## src/rtl/affine_loop_nest_ctrl.sv

```systemverilog
// affine_loop_nest_ctrl: sequences one unified-buffer port through a rectangular loop nest
// at a fixed initiation interval after a programmable start offset.
module affine_loop_nest_ctrl #(
    parameter int NUM_DIMS = 4,
    parameter int WIDTH    = 16
) (
    input  logic             clk,
    input  logic             rst_n,
    input  logic             flush,
    input  logic             en,
    input  logic [WIDTH-1:0] cfg_extent [NUM_DIMS-1:0],
    input  logic [WIDTH-1:0] cfg_delay,
    input  logic [WIDTH-1:0] cfg_ii,
    output logic [WIDTH-1:0] ctrl_vars  [NUM_DIMS-1:0],
    output logic             valid,
    output logic             last,
    output logic             busy,
    output logic             done
);
    typedef enum logic [1:0] {S_IDLE, S_WAIT, S_RUN, S_DONE} state_t;

    state_t           r_state, w_next;
    logic [WIDTH-1:0] r_ext     [NUM_DIMS-1:0];
    logic [WIDTH-1:0] r_vars    [NUM_DIMS-1:0];
    logic [WIDTH-1:0] w_vars_nx [NUM_DIMS-1:0];
    logic [WIDTH-1:0] r_ii, r_dcnt, r_icnt;
    logic             r_busy, r_done;
    logic             w_nz, w_carry, w_at_end, w_live;

    assign ctrl_vars = r_vars;
    assign busy      = r_busy;
    assign done      = r_done;

    always_comb begin
        w_vars_nx = r_vars;
        w_nz      = 1'b1;
        w_carry   = 1'b1;
        for (int d = NUM_DIMS - 1; d >= 0; d--) begin
            w_nz         = w_nz & (r_ext[d] != '0);
            w_vars_nx[d] = w_carry ? ((r_vars[d] == r_ext[d] - WIDTH'(1)) ? '0 : r_vars[d] + WIDTH'(1)) : r_vars[d];
            w_carry      = w_carry & (r_vars[d] == r_ext[d] - WIDTH'(1));
        end
        w_at_end = w_carry;
        // The first iteration issues straight out of WAIT so that valid lands delay+1 cycles after flush.
        w_live   = (r_state == S_RUN) || (r_state == S_WAIT && r_dcnt == '0 && w_nz);
        valid    = en & w_live & (r_icnt == '0);
        last     = valid & w_at_end;
        w_next   = r_state;
        if (en && r_state == S_WAIT && r_dcnt == '0)
            w_next = (!w_nz || last) ? S_DONE : S_RUN;
        if (r_state == S_RUN && last)
            w_next = S_DONE;
    end

    always_ff @(posedge clk) begin
        if (!rst_n) begin
            r_state <= S_IDLE;
            r_ext   <= '{default: '0};
            r_vars  <= '{default: '0};
            r_ii    <= '0;
            r_dcnt  <= '0;
            r_icnt  <= '0;
            r_busy  <= 1'b0;
            r_done  <= 1'b0;
        end else if (flush) begin
            r_state <= S_WAIT;
            r_ext   <= cfg_extent;
            r_vars  <= '{default: '0};
            r_ii    <= (cfg_ii == '0) ? WIDTH'(1) : cfg_ii;
            r_dcnt  <= cfg_delay;
            r_icnt  <= '0;
            r_busy  <= 1'b1;
            r_done  <= 1'b0;
        end else begin
            r_state <= w_next;
            r_busy  <= (w_next == S_WAIT) || (w_next == S_RUN);
            r_done  <= (w_next == S_DONE);
            if (en && r_state == S_WAIT && r_dcnt != '0)
                r_dcnt <= r_dcnt - WIDTH'(1);
            if (valid) begin
                if (!last)
                    r_vars <= w_vars_nx;
                r_icnt <= r_ii - WIDTH'(1);
            end else if (en && w_live) begin
                r_icnt <= r_icnt - WIDTH'(1);
            end
        end
    end
endmodule

```

## config.mk

```make
export PLATFORM = sky130hd
export DESIGN_NAME = affine_loop_nest_ctrl
export DESIGN_NICKNAME = d
export VERILOG_FILES = /design/src/rtl/affine_loop_nest_ctrl.sv
export SDC_FILE = /design/constraint.sdc
export NUM_CORES = 1
export LEC_CHECK = 0
export ABC_AREA = 1
export BUFFER_PORTS_ARGS = -buffer_cell sky130_fd_sc_hd__buf_4
export CORE_MARGIN = 8
export CORE_UTILIZATION = 59
export DETAILED_ROUTE_END_ITERATION = 10
export PLACE_DENSITY_LB_ADDON = 0.15
export SYNTH_ARGS = -nofsm -noshare
export SYNTH_HDL_FRONTEND = slang
export SYNTH_SLANG_ARGS = --single-unit
```

## constraint.sdc

```tcl
create_clock -name clk -period 3.2 [get_ports clk]
set_input_delay 0.16 -clock clk [delete_from_list [all_inputs] [get_ports clk]]
set_output_delay 0.16 -clock clk [all_outputs]
set_load 0.02 [all_outputs]
```

After elaboration in Yosys (flattened, before gate mapping)
Cells that the tools add are included.
{"block": "totals", "regBits": 180, "in_bits": 100, "output_inout_bits": 68, "wordCells": 86}
{"block": "op_classes", "add_sub_neg": 11, "n_eq_ne": 9, "n_mux": 14, "bitwise_logic": 11, "reduce_logical": 26}
{"op": "$mux 16", "n": 9}
{"op": "$sub 16x1->16 const B", "n": 7}
{"op": "$reduce_bool 16->1", "n": 5}
{"op": "$add 16x1->16 const B", "n": 4}
{"op": "$eq 16x16->1", "n": 4}
{"op": "$logic_not 16->1", "n": 3}
{"op": "$and 1x1->1", "n": 9}
{"op": "$reduce_and 3->1", "n": 3}
{"op": "$logic_and 1x1->1", "n": 7}
{"op": "$eq 2x2->1 const B", "n": 3}
{"op": "$eq 2x1->1 const B", "n": 2}
{"op": "$mux 2", "n": 2}
{"op": "$reduce_bool 2->1", "n": 2}
{"op": "$logic_or 1x1->1", "n": 3}
{"op": "$mux 1", "n": 3}
{"op": "$not 1->1", "n": 2}
{"op": "$reduce_and 2->1", "n": 1}
{"op": "$reduce_or 2->1", "n": 1}
{"op": "$logic_not 1->1", "n": 1}

Logic depth before layout (Yosys ltp)
{"block": "depth", "depth_word": 16, "ltp_mapped": 22, "ltp_nobuf": 22}

Worst setup path after synthesis
No wires, ideal clock.
{"block": "synth_timing", "path_type": "register -> register", "startpoint": "reg r_ext[32] (netlist bit)", "endpoint": "reg r_vars, in the netlist ctrl_vars[43]", "setup_ps": 70, "arrival_time_ps": 2402, "required_time_ps": 3130, "setup_slack_ps": 727, "path_stages_with_launch": 16, "path_buffers": 2, "period_less_slack_ps": 2473, "path_cell_list": "dfxtp_1 -> clkinv_1 -> ha_1 -> nand2_1 -> inv_1 -> nor3_1 -> nand3_1 -> nor3_2 -> nand3_4 -> nor2_8 -> nand3_2 -> buf_6 -> nand3_4 -> buf_6 -> nand2_1 -> a21oi_1"}
{"block": "synth_via", "elab_chain_len": 11, "elab_cells_between_ends": 17, "cone_classes": "1 x add/sub; 1 x eq/ne; 1 x mux; 10 x bitwise; 4 x reduce/logical"}
{"item": "from (decl)", "line_no": "23", "text": "logic [WIDTH-1:0] r_ext [NUM_DIMS-1:0];"}
{"item": "from (signal assigned)", "line_no": "67", "text": "r_ext <= cfg_extent;"}
{"item": "branches (longest 11 deep; another with $sub 16x1->16)"}
{"item": "to (signal assigned)", "line_no": "82", "text": "r_vars <= w_vars_nx;"}
{"item": "to (decl)", "line_no": "24", "text": "logic [WIDTH-1:0] r_vars [NUM_DIMS-1:0];"}
Several ways; the timed one is not identified.
A chain may end at the register's enable or synchronous reset.

Worst setup path in the final report
{"block": "layout_timing", "startpoint": "reg r_ext[32] (netlist bit)", "endpoint": "out last"}
{"block": "layout_via", "elab_chain_len": 9, "elab_cells_between_ends": 14, "cone_classes": "1 x add/sub; 1 x eq/ne; 9 x bitwise; 3 x reduce/logical"}
{"item": "branches (longest 8 deep; another with $sub 16x1->16)"}
{"item": "$and 1x1->1 *", "line_no": "47", "text": "last = valid & w_at_end;"}
{"item": "to (decl)", "line_no": "16", "text": "output logic last,"}
Mark *: on every way between the ends.

==> summary.txt <==
Status
  – Status: complete, no violations

CTS
  – Later-pin clock latency in the skew report: 0.43 ns
  – Clk sink count: 180
  – CTS Root Cell: clkbuf_16
  – CTS tree: done
  – CTS H-tree depth: 4
  – Clk buf depth: 2
  – Clk slew on worst S/H paths: 0.07 ns
  – CTS buffer count: 17

Critical path
  – Crit path capture type: primary output
  – Reg2reg start: r_ext[49]
  – R2R Setup Slk: 0.25 ns
  – Setup crit start kind: flop
  – Worst Path Arrival: 3.01 ns
  – Worst reg2reg path depth: 15
  – CP max FO: 4
  – Kind of critical path: flop to primary output
  – Crit path to: last
  – Worst flop-to-flop path endpoint: ctrl_vars[46]
  – Data required time at the worst endpoint: 3.04 ns
  – Critical path launch point: r_ext[32]

Power
  – P_int: 4.20 mW
  – Post-layout power: 5.90 mW
  – Maximum vdd ir drop: 0.316 mV
  – Clock share of power: 0.401
  – Sw Ratio: 0.289
  – Pwr dens: 391 nW/um^2
  – Combinational share of power: 0.193
  – Leak Pwr: 6.96 nW
  – Sequential Power Share: 0.406
  – P_sw: 1.71 mW

Job
  – Max-Cap Viols: 0

Placed design
  – Gp weighted congestion: 0.955
  – Port Buffers: 167
  – Placed cell count: 2232
  – Setup Slack @ Placement: 0.176 ns
  – DP Area: 13600 sq um
  – Dpl hpwl: 27100 um

Drt
  – Antenna viol nets, final: 0
  – Final wirelength: 38600 um
  – DR WL/cell: 16.4 um
  – DRT iter0 DRCs: 1061
  – DRC: 0
  – Drt pass-1 iters: 8
  – Avg Vias per Cell: 5.68
  – Via Count: 13.3k

Timing
  – Final setup TNS: 0 ns
  – Final Critical Period: 3.17 ns
  – Final worst-path setup slack: 0.0308 ns
  – RSZ-0062 raised after global routing: true
  – Endpoints failing hold: 0
  – Hold slack: 0.0170 ns
  – Clock Skew: 0.0125 ns
  – Tcrit/Tclk final: 0.990
  – Measured slew at the worst slew-check pin: 0.796 ns
  – Fin. max-slew vios: 0
  – Slew HR: 0.470
  – Final setup viols: 0
  – Peak Freq: 0.316 GHz

Cells and area
  – Register area: 3600 sq um
  – Non-Filler Instances: 2345
  – Final instance area: 15100 sq um
  – Layout cells sized above 1: 0.147
  – Area of the multi-input gates: 7350 sq um
  – # diodes: 0
  – Nets: 2179
  – Fillcell total: 1618
  – Core Util, Final: 0.750
  – Area growth syn-to-layout: 25.6%

Global routing
  – Largest net degree at the start of global routing: 67
  – First-pass GRT wire length: 62500 um
  – Grt ovf: 0
  – Initial antenna violation count: 0
  – Total Routing Usage GR: 0.306
  – Vias in the first global route: 13.1k

Floorplanning
  – Die Y: 159 um
  – FP Rows: 52
  – Die extent in x: 159 um
  – Starting Density: 0.597
  – Die area: 25200 sq um
  – Ports: 168
  – Core area: 20100 sq um

Synth
  – Synth warn: 0
  – Syn avg cell area: 6.56 sq um
  – Post-synthesis register bit count: 180
  – Syn Inst Count: 1831
  – Seq/Total Area, Yosys: 0.300
  – Synth Net Count: 1947
  – Post-synth cell types: 52
  – Async SR Flop Fraction: 0
  – Top FF cell, synth: dfxtp_1
  – Netlist Area Pre-Place: 12000 sq um
  – Post-synth EDFFs: 0

Worst hold path
  – Hold Path Class: input pin to flop
  – Hold Crit Start: cfg_delay[1]
## power groups by stage
stage / Sequential (mW) / Clock, mW / Combinational [mW]
CTS: 2.39 / 2.38 / 1.11
global placement: 2.44 / 0 / 0.998
finish: 2.40 / 2.37 / 1.14
detailed placement: 2.45 / 0 / 1.02
global route: 2.41 / 2.47 / 1.26
floorplan: 2.43 / 0 / 0.744
## sequential cells by signal, summed over array words and instances, names as in the netlist
signal and flops:
r_icnt 16, done 1, r_ext 64, busy 1, ctrl_vars 64, r_dcnt 16, r_state 2, r_ii 16
## cell usage after synthesis (15+ instances only)
cell type,count,share of area
nand2_1,446,0.14
nor2_1,219,0.068
inv_1,192,0.060
dfxtp_1,180,0.30
nand3_1,151,0.063
xor2_1,106,0.077
a21oi_1,71,0.030
o21ai_0,71,0.030
nand4_1,68,0.035
clkbuf_1,47,0.015
xnor2_1,43,0.031
nor3_1,34,0.014
a22o_1,18,0.013
nor4_1,18,0.0094
ha_1,16,0.017
buf_2,15,0.0063
## timing repair
item / CTS / global route
setup endpoints to repair: 0 / 54
hold buffers: 81 / 1
hold endpoints to repair: 81 / 1
buffers inserted: 0 / 0
resized for setup: 0 / 7
## worst max-delay path, stage by stage (launching register included)
cell      delay [ns]
dfxtp_1         0.35
clkinv_1        0.16
ha_1            0.35
nand2_1         0.07
inv_1           0.04
nor3_2          0.27
nand3_1         0.14
nor2_1          0.14
nand3_1         0.11
nor2_1          0.10
nand3_1         0.13
nor2_1          0.21
nand4_1         0.22
inv_1           0.15
buf_4           0.15
## logic make-up (layout without fill, tap and decap cells)
group | count (synthesis) | in the layout | share of synthesized area
fa+ha+maj | 16 | 16 | 0.0167
buf+inv | 279 | 523 | 0.0912
compound gates | 203 | 203 | 0.102
xor+xnor | 153 | 153 | 0.114
flops | 180 | 180 | 0.300
simple gates | 1000 | 1000 | 0.376
## cell type report
| cell class | instances | area share |
|---|---|---|
| Timing Repair Buffer | 287 | 0.157 |
| Inverter | 205 | 0.0510 |
| Sequential cell | 180 | 0.239 |
| Clock inverter | 13 | 0.0148 |
| Multi-Input combinational cell | 1372 | 0.487 |
| Tap cell | 270 | 0.0224 |
| Clock buffer | 18 | 0.0284 |
## worst min-delay path by stage
| stage | to | cells after the start | slack [ns] |
|---|---|---|---|
| 2_1_floorplan | r_ext[55] | 2 | 0.27 |
| 3_3_place_gp | r_ext[55] | 3 | 0.35 |
| 3_5_place_dp | r_ext[52] | 3 | 0.36 |
| 4_1_cts | r_ii[8] | 2 | 0.0009 |
| 5_1_grt | r_dcnt[1] | 3 | 0.01 |
| 6_report | r_dcnt[1] | 3 | 0.02 |
## layer usage
layer | share of wire | up-vias | wire length (um) | track usage
li1 | - | 6419 | - | -
met1 | 0.39 | 6167 | 15000 | 0.355
met2 | 0.49 | 593 | 19000 | 0.536
met3 | 0.076 | 147 | 2940 | 0.0543
met4 | 0.044 | 0 | 1690 | 0.145
met5 | 0 | - | 0 | 0
## layout by cell type, fill, tap and decap left out, drive strengths merged, types with 5 or more instances in the layout
cell and count:
nand2 451, nor2 238, inv 207, buf 205, dfxtp 180, nand3 160
xor2 109, dlygate4sd3 82, o21ai 73, a21oi 71, nand4 69, xnor2 44
nor3 37, nor4 19, a22o 18, clkbuf 18, ha 16, a32o 12
nand3b 10, or2 9, a31oi 8, o221ai 6, clkinv 6, bufinv 5
(Power assumes the default switching activity.)
